--- config.mk ---
export PLATFORM = sky130hd
export DESIGN_NAME = sr_ff_bank
export DESIGN_NICKNAME = d
export VERILOG_FILES = /design/src/rtl/sr_pkg.sv /design/src/rtl/sr_ff_cell.sv /design/src/rtl/sr_ff_bank.sv
export SDC_FILE = /design/constraint.sdc
export NUM_CORES = 1
export LEC_CHECK = 0
export ABC_AREA = 1
export CAP_MARGIN = 20
export CORE_ASPECT_RATIO = 2
export CORE_MARGIN = 1
export CORE_UTILIZATION = 40
export CTS_CLUSTER_DIAMETER = 40
export DETAILED_ROUTE_END_ITERATION = 8
export PLACE_DENSITY = 0.7
export SYNTH_ARGS = -nofsm -noshare
export SYNTH_HDL_FRONTEND = slang
export SYNTH_HIERARCHICAL = 1
export SYNTH_SLANG_ARGS = --single-unit
--- constraint.sdc ---
create_clock -name clk -period 3 [get_ports clk]
set_input_delay 0.3 -clock clk [delete_from_list [all_inputs] [get_ports clk]]
set_output_delay 0.3 -clock clk [all_outputs]
set_load 0.05 [all_outputs]
--- src/rtl/sr_pkg.sv ---
// Shared constants and helpers for the SR flip-flop bank.
package sr_pkg;

  // Resolution of a simultaneous set and reset request.
  localparam int SR_HOLD    = 0;
  localparam int SR_SET_DOM = 1;
  localparam int SR_RST_DOM = 2;
  localparam int SR_TOGGLE  = 3;

  // Widest bank supported; popcount operates on a vector this wide.
  localparam int SR_MAX_N   = 32;

  // Number of set bits in a 32-bit vector (0..32 fits in 6 bits).
  function automatic logic [5:0] popcount(input logic [SR_MAX_N-1:0] v);
    logic [5:0] cnt;
    cnt = '0;
    for (int i = 0; i < SR_MAX_N; i++) begin
      cnt = cnt + 6'(v[i]);
    end
    return cnt;
  endfunction

endpackage

--- src/rtl/sr_ff_cell.sv ---
// One clocked SR storage channel: next-state resolution, registered
// edge pulses and a sticky conflict flag.
module sr_ff_cell
  import sr_pkg::*;
#(
  parameter int   MODE    = SR_HOLD,
  parameter logic RST_VAL = 1'b0
) (
  input  logic clk,
  input  logic rst,
  input  logic en,
  input  logic s,
  input  logic r,
  input  logic clr_conflict,
  output logic q,
  output logic q_rise,
  output logic q_fall,
  output logic conflict
);

  logic r_q;
  logic r_rise;
  logic r_fall;
  logic r_conflict;
  logic w_q_next;
  logic w_conflict_hit;

  assign w_conflict_hit = en & s & r;

  // Next channel state from the set/reset request and the build-time mode.
  always_comb begin
    // NOTE: default first so every path assigns w_q_next and no latch is inferred.
    w_q_next = r_q;
    if (en) begin
      case ({s, r})
        2'b10: w_q_next = 1'b1;
        2'b01: w_q_next = 1'b0;
        2'b11: begin
          if (MODE == SR_SET_DOM)      w_q_next = 1'b1;
          else if (MODE == SR_RST_DOM) w_q_next = 1'b0;
          else if (MODE == SR_TOGGLE)  w_q_next = ~r_q;
          else                         w_q_next = r_q;
        end
        default: w_q_next = r_q;
      endcase
    end
  end

  // State, edge pulses and sticky flag; reset wins over every request.
  always_ff @(posedge clk) begin
    // NOTE: non-blocking so all registers sample pre-edge values together.
    if (rst) begin
      r_q        <= RST_VAL;
      r_rise     <= 1'b0;
      r_fall     <= 1'b0;
      r_conflict <= 1'b0;
    end else begin
      r_q        <= w_q_next;
      r_rise     <= ~r_q & w_q_next;
      r_fall     <= r_q & ~w_q_next;
      // A new conflict in the same cycle as a clear keeps the flag set.
      r_conflict <= w_conflict_hit | (r_conflict & ~clr_conflict);
    end
  end

  assign q        = r_q;
  assign q_rise   = r_rise;
  assign q_fall   = r_fall;
  assign conflict = r_conflict;

endmodule

--- src/rtl/sr_ff_bank.sv ---
// Bank of N clocked SR channels with a shared saturating conflict counter.
module sr_ff_bank
  import sr_pkg::*;
#(
  parameter int             N       = 4,
  parameter int             MODE    = SR_HOLD,
  parameter logic [N-1:0]   RST_VAL = {N{1'b0}},
  parameter int             CNT_W   = 8
) (
  input  logic             clk,
  input  logic             rst,
  input  logic             en,
  input  logic [N-1:0]     s,
  input  logic [N-1:0]     r,
  input  logic             clr_conflict,
  output logic [N-1:0]     q,
  output logic [N-1:0]     qn,
  output logic [N-1:0]     q_rise,
  output logic [N-1:0]     q_fall,
  output logic [N-1:0]     conflict,
  output logic [CNT_W-1:0] conflict_cnt
);

  // Sum is formed 6 bits wider than the counter so a full-bank hit
  // (up to 32) added to a saturated count can never wrap before clamping.
  localparam int SUM_W = CNT_W + 6;
  localparam logic [SUM_W-1:0] CNT_MAX = {6'b0, {CNT_W{1'b1}}};

  if (MODE < SR_HOLD || MODE > SR_TOGGLE) begin : g_bad_mode
    $error("sr_ff_bank: MODE must be in 0..3");
  end
  if (N < 1 || N > SR_MAX_N) begin : g_bad_n
    $error("sr_ff_bank: N must be in 1..32");
  end

  logic [N-1:0]     w_hits;
  logic [5:0]       w_pop;
  logic [SUM_W-1:0] w_sum;
  logic [CNT_W-1:0] w_cnt_next;
  logic [CNT_W-1:0] r_cnt;

  for (genvar i = 0; i < N; i++) begin : g_cell
    sr_ff_cell #(
      .MODE    (MODE),
      .RST_VAL (RST_VAL[i])
    ) u_cell (
      .clk          (clk),
      .rst          (rst),
      .en           (en),
      .s            (s[i]),
      .r            (r[i]),
      .clr_conflict (clr_conflict),
      .q            (q[i]),
      .q_rise       (q_rise[i]),
      .q_fall       (q_fall[i]),
      .conflict     (conflict[i])
    );
  end

  assign qn = ~q;

  assign w_hits = en ? (s & r) : '0;
  assign w_pop  = popcount(SR_MAX_N'(w_hits));
  assign w_sum  = {6'b0, r_cnt} + {{CNT_W{1'b0}}, w_pop};

  // Clamp the widened sum at the counter's maximum instead of wrapping.
  always_comb begin
    w_cnt_next = w_sum[CNT_W-1:0];
    if (w_sum > CNT_MAX) begin
      w_cnt_next = {CNT_W{1'b1}};
    end
  end

  // Conflict counter; only reset clears it, clr_conflict leaves it alone.
  always_ff @(posedge clk) begin
    if (rst) begin
      r_cnt <= '0;
    end else begin
      r_cnt <= w_cnt_next;
    end
  end

  assign conflict_cnt = r_cnt;

endmodule
==> flow_metrics.env <==
export IMPL_status="finished, final reports clean"
export IMPL_syn_inst=158
export IMPL_p_clk_frac=0.286
export IMPL_skew_ns=0.00133
export IMPL_drt_iter0_drc=10
export IMPL_cts_tree="built"
export IMPL_setup_violations=0
export IMPL_hold_path_endpoint="g_cell[1].u_cell/conflict$_SDFF_PP0_"
export IMPL_cp_max_fo=7
export IMPL_post_cts_buffers=0
export IMPL_fin_crit_ns=2.71
export IMPL_final_hold_violation_count=0
export IMPL_ant_nets=0
export IMPL_avgSynthCellArea_um2=7.55
export IMPL_synth_warnings=6
export IMPL_syn2layout_area_growth_pct=40.1
export IMPL_path_cells="clkdlybuf4s50_1 -> nand3_1 -> fa_1 -> fa_1 -> inv_1 -> fa_1 -> nand2_4 -> nor2_4 -> nand3_4 -> a21oi_1"
export IMPL_ioPinCount=40
export IMPL_cts_made_buffers=3
export IMPL_tightest_slew_ns=0.774
export IMPL_mostFrequentLayoutCell="clkdlybuf4s50_1"
export IMPL_start_kind="primary input"
export IMPL_place_congestion=0.721
export IMPL_crit_top_cell="fa_1"
export IMPL_slew_headroom=0.483
export IMPL_layout_nets=222
export IMPL_via_count=1116
export IMPL_antenna_found_initial=0
export IMPL_critPathKind="primary input to flop"
export IMPL_max_stage_delay_ns=0.60
export IMPL_first_pass_iters=4
export IMPL_min_path_type="flop to flop"
export IMPL_min_path_cells=2
export IMPL_numClockSinks=24
export IMPL_fmax_mhz=369
export IMPL_vias_per_cell=4.85
export IMPL_grt_max_degree=23
export IMPL_drc=0
export IMPL_instances_no_fill=230
export IMPL_cts_hold_buf=0
export IMPL_final_seq_area_um2=480
export IMPL_internal_power_w=0.000520
export IMPL_cts_path_max_buffers=2
export IMPL_crit_required_ns=3.17
export IMPL_start_util=0.425
export IMPL_fill_cells=255
export IMPL_dp_cells=226
export IMPL_drive_above_1_share=0.0498
export IMPL_r2r_end="conflict_cnt[1]$_SDFF_PP0_"
export IMPL_chipHeight_um=79.2
export IMPL_die_w_um=40.6
export IMPL_dieArea_mm2=0.00322
export IMPL_cts_max_level=1
export IMPL_end_kind="flop"
export IMPL_netlist_area_mm2=0.00119
export IMPL_drt_wl_total_mm=2.68
export IMPL_rr_startpoint="conflict_cnt[0]$_SDFF_PP0_"
export IMPL_post_route_period_util=0.904
export IMPL_clkTransAtPathRegs_ns=0.08
export IMPL_cp_top_family="adder cells"
export IMPL_layout_common_cells="39 x clkdlybuf4s50_1, 36 x inv_1, 27 x nand2_1, 24 x dfxtp_1, 17 x nand3_1"
export IMPL_p_per_area_mw_per_mm2=451
export IMPL_worstRegToRegCells=9
export IMPL_coreArea_mm2=0.00280
export IMPL_p_sw_frac=0.310
export IMPL_diodes=0
export IMPL_rows=27
export IMPL_final_cell_area_mm2=0.00167
export IMPL_multi_input_area_um2=566
export IMPL_ys_seq_elements=24
export IMPL_syn_num_nets=178
export IMPL_dp_final_hpwl_mm=2.12
export IMPL_switching_power_w=0.000234
export IMPL_yosysUniqueCellTypes=19
export IMPL_sequentialPowerShare=0.456
export IMPL_max_vdd_ir_drop_mv=0.292
export IMPL_p_comb_frac=0.258
export IMPL_cts_root_buf="clkbuf_8"
export IMPL_first_global_vias=1129
export IMPL_cts_resized=0
export IMPL_tns_ns=0
export IMPL_place_area_mm2=0.00162
export IMPL_cp_data_arrival_time_ns=2.88
export IMPL_synth_seq_area_share=0.403
export IMPL_grtUsageTotal=0.189
export IMPL_p_leak_nw=0.766
export IMPL_cap_violations=0
export IMPL_grt_first_pass_wirelength_mm=4.33
export IMPL_path_buf_inv=2
export IMPL_wl_per_cell_um=11.7
export IMPL_numPortBuffers=39
export IMPL_r2r_slack_ns=0.66
export IMPL_min_delay_start="g_cell[1].u_cell/conflict$_SDFF_PP0_"
export IMPL_insertion_delay_ns=0.26
export IMPL_whs_ns=0.466
export IMPL_drv_slew=0
export IMPL_critPathSlowestCell="clkdlybuf4s50_1"
export IMPL_rsz0062_at_grt="false"
export IMPL_grt_overflow=0
logic make-up (layout without fill, tap and decap cells):
kind of cell,Yosys count,in the layout,share of synthesized area
flip-flops,24,24,0.403
AO/OA/AOI/OAI,11,11,0.0483
adder cells (fa/ha/maj),8,8,0.103
XOR/XNOR,1,1,0.00735
buffers and inverters,37,80,0.123
AND/OR/NAND/NOR,77,77,0.316
how the worst max path moves through the flow:
| stage | startpoint | to | slack (ns) | cells past startpoint |
|---|---|---|---|---|
| 2_1_floorplan | conflict_cnt[0]$_SDFF_PP0_ | conflict_cnt[5]$_SDFF_PP0_ | 0.45 | 11 |
| 3_3_place_gp | en | conflict_cnt[5]$_SDFF_PP0_ | 0.12 | 12 |
| 3_5_place_dp | en | conflict_cnt[1]$_SDFF_PP0_ | -0.0008 | 10 |
| 4_1_cts | en | conflict_cnt[1]$_SDFF_PP0_ | 0.26 | 10 |
| 5_1_grt | en | conflict_cnt[3]$_SDFF_PP0_ | 0.13 | 12 |
| 6_report | en | conflict_cnt[1]$_SDFF_PP0_ | 0.29 | 10 |
routing by layer:
metal / track usage / vias up / share of wire
met2: 0.349 / 38 / 0.57
li1: - / 572 / -
met5: 0 / - / 0
met4: 0.0967 / 0 / 0.024
met3: 0.0307 / 6 / 0.051
met1: 0.173 / 500 / 0.35
per-stage QoR:
step                      power, W  utilization  setup slack [ns]
after global routing      0.000795        0.596             0.130
after floorplan           0.000471            -             0.449
after detailed placement  0.000546        0.576         -0.000770
after CTS                 0.000765        0.596             0.264
final                     0.000754        0.596             0.289
after global placement    0.000542        0.576             0.117
worst reg2reg max path, stage by stage, from the launching register on:
cell and delay (ns):
dfxtp_1 0.35, inv_1 0.07, fa_1 0.52, fa_1 0.43, inv_1 0.11, fa_1 0.29
nand2_4 0.08, nor2_4 0.14, nand3_4 0.11, a21oi_1 0.17
layout make-up:
cell class | instances | share of cell area
tap | 29 | 0.0217
timing repair buffer | 40 | 0.238
sequential | 24 | 0.288
clock buffer | 4 | 0.0330
multi-input combinational | 97 | 0.339
inverter | 36 | 0.0809
Yosys cell counts:
cell       n  area share
inv_1     36        0.11
nand2_1   27       0.085
dfxtp_1   24        0.40
nand3_1   17       0.071
nor2_1    16       0.050
a21oi_1    9       0.038
nand4_1    6       0.031
ha_1       5       0.052
or2_1      4       0.021
fa_1       3       0.050
nand2_4    2       0.019
nor3_1     2      0.0084
buf_6      1      0.0094
nand2_2    1      0.0052
nand3_4    1       0.015
nor2_4     1      0.0094
o21ai_1    1      0.0042
o21bai_1   1      0.0063
xnor2_1    1      0.0073
state kept, by name (all words and copies together), names as in the netlist:
signal                  flops
g_cell.u_cell/q_fall        4
g_cell.u_cell/conflict      4
g_cell.u_cell/q             4
g_cell.u_cell/q_rise        4
conflict_cnt                8
power groups by stage:
stage	clock, W	combinational (W)	sequential [W]
final	0.000216	0.000194	0.000344
after global routing	0.000237	0.000211	0.000346
after CTS	0.000225	0.000196	0.000344
after detailed placement	0	0.000195	0.000351
after global placement	0	0.000192	0.000351
after floorplan	0	0.0000735	0.000398
(Power assumes the default switching activity.)
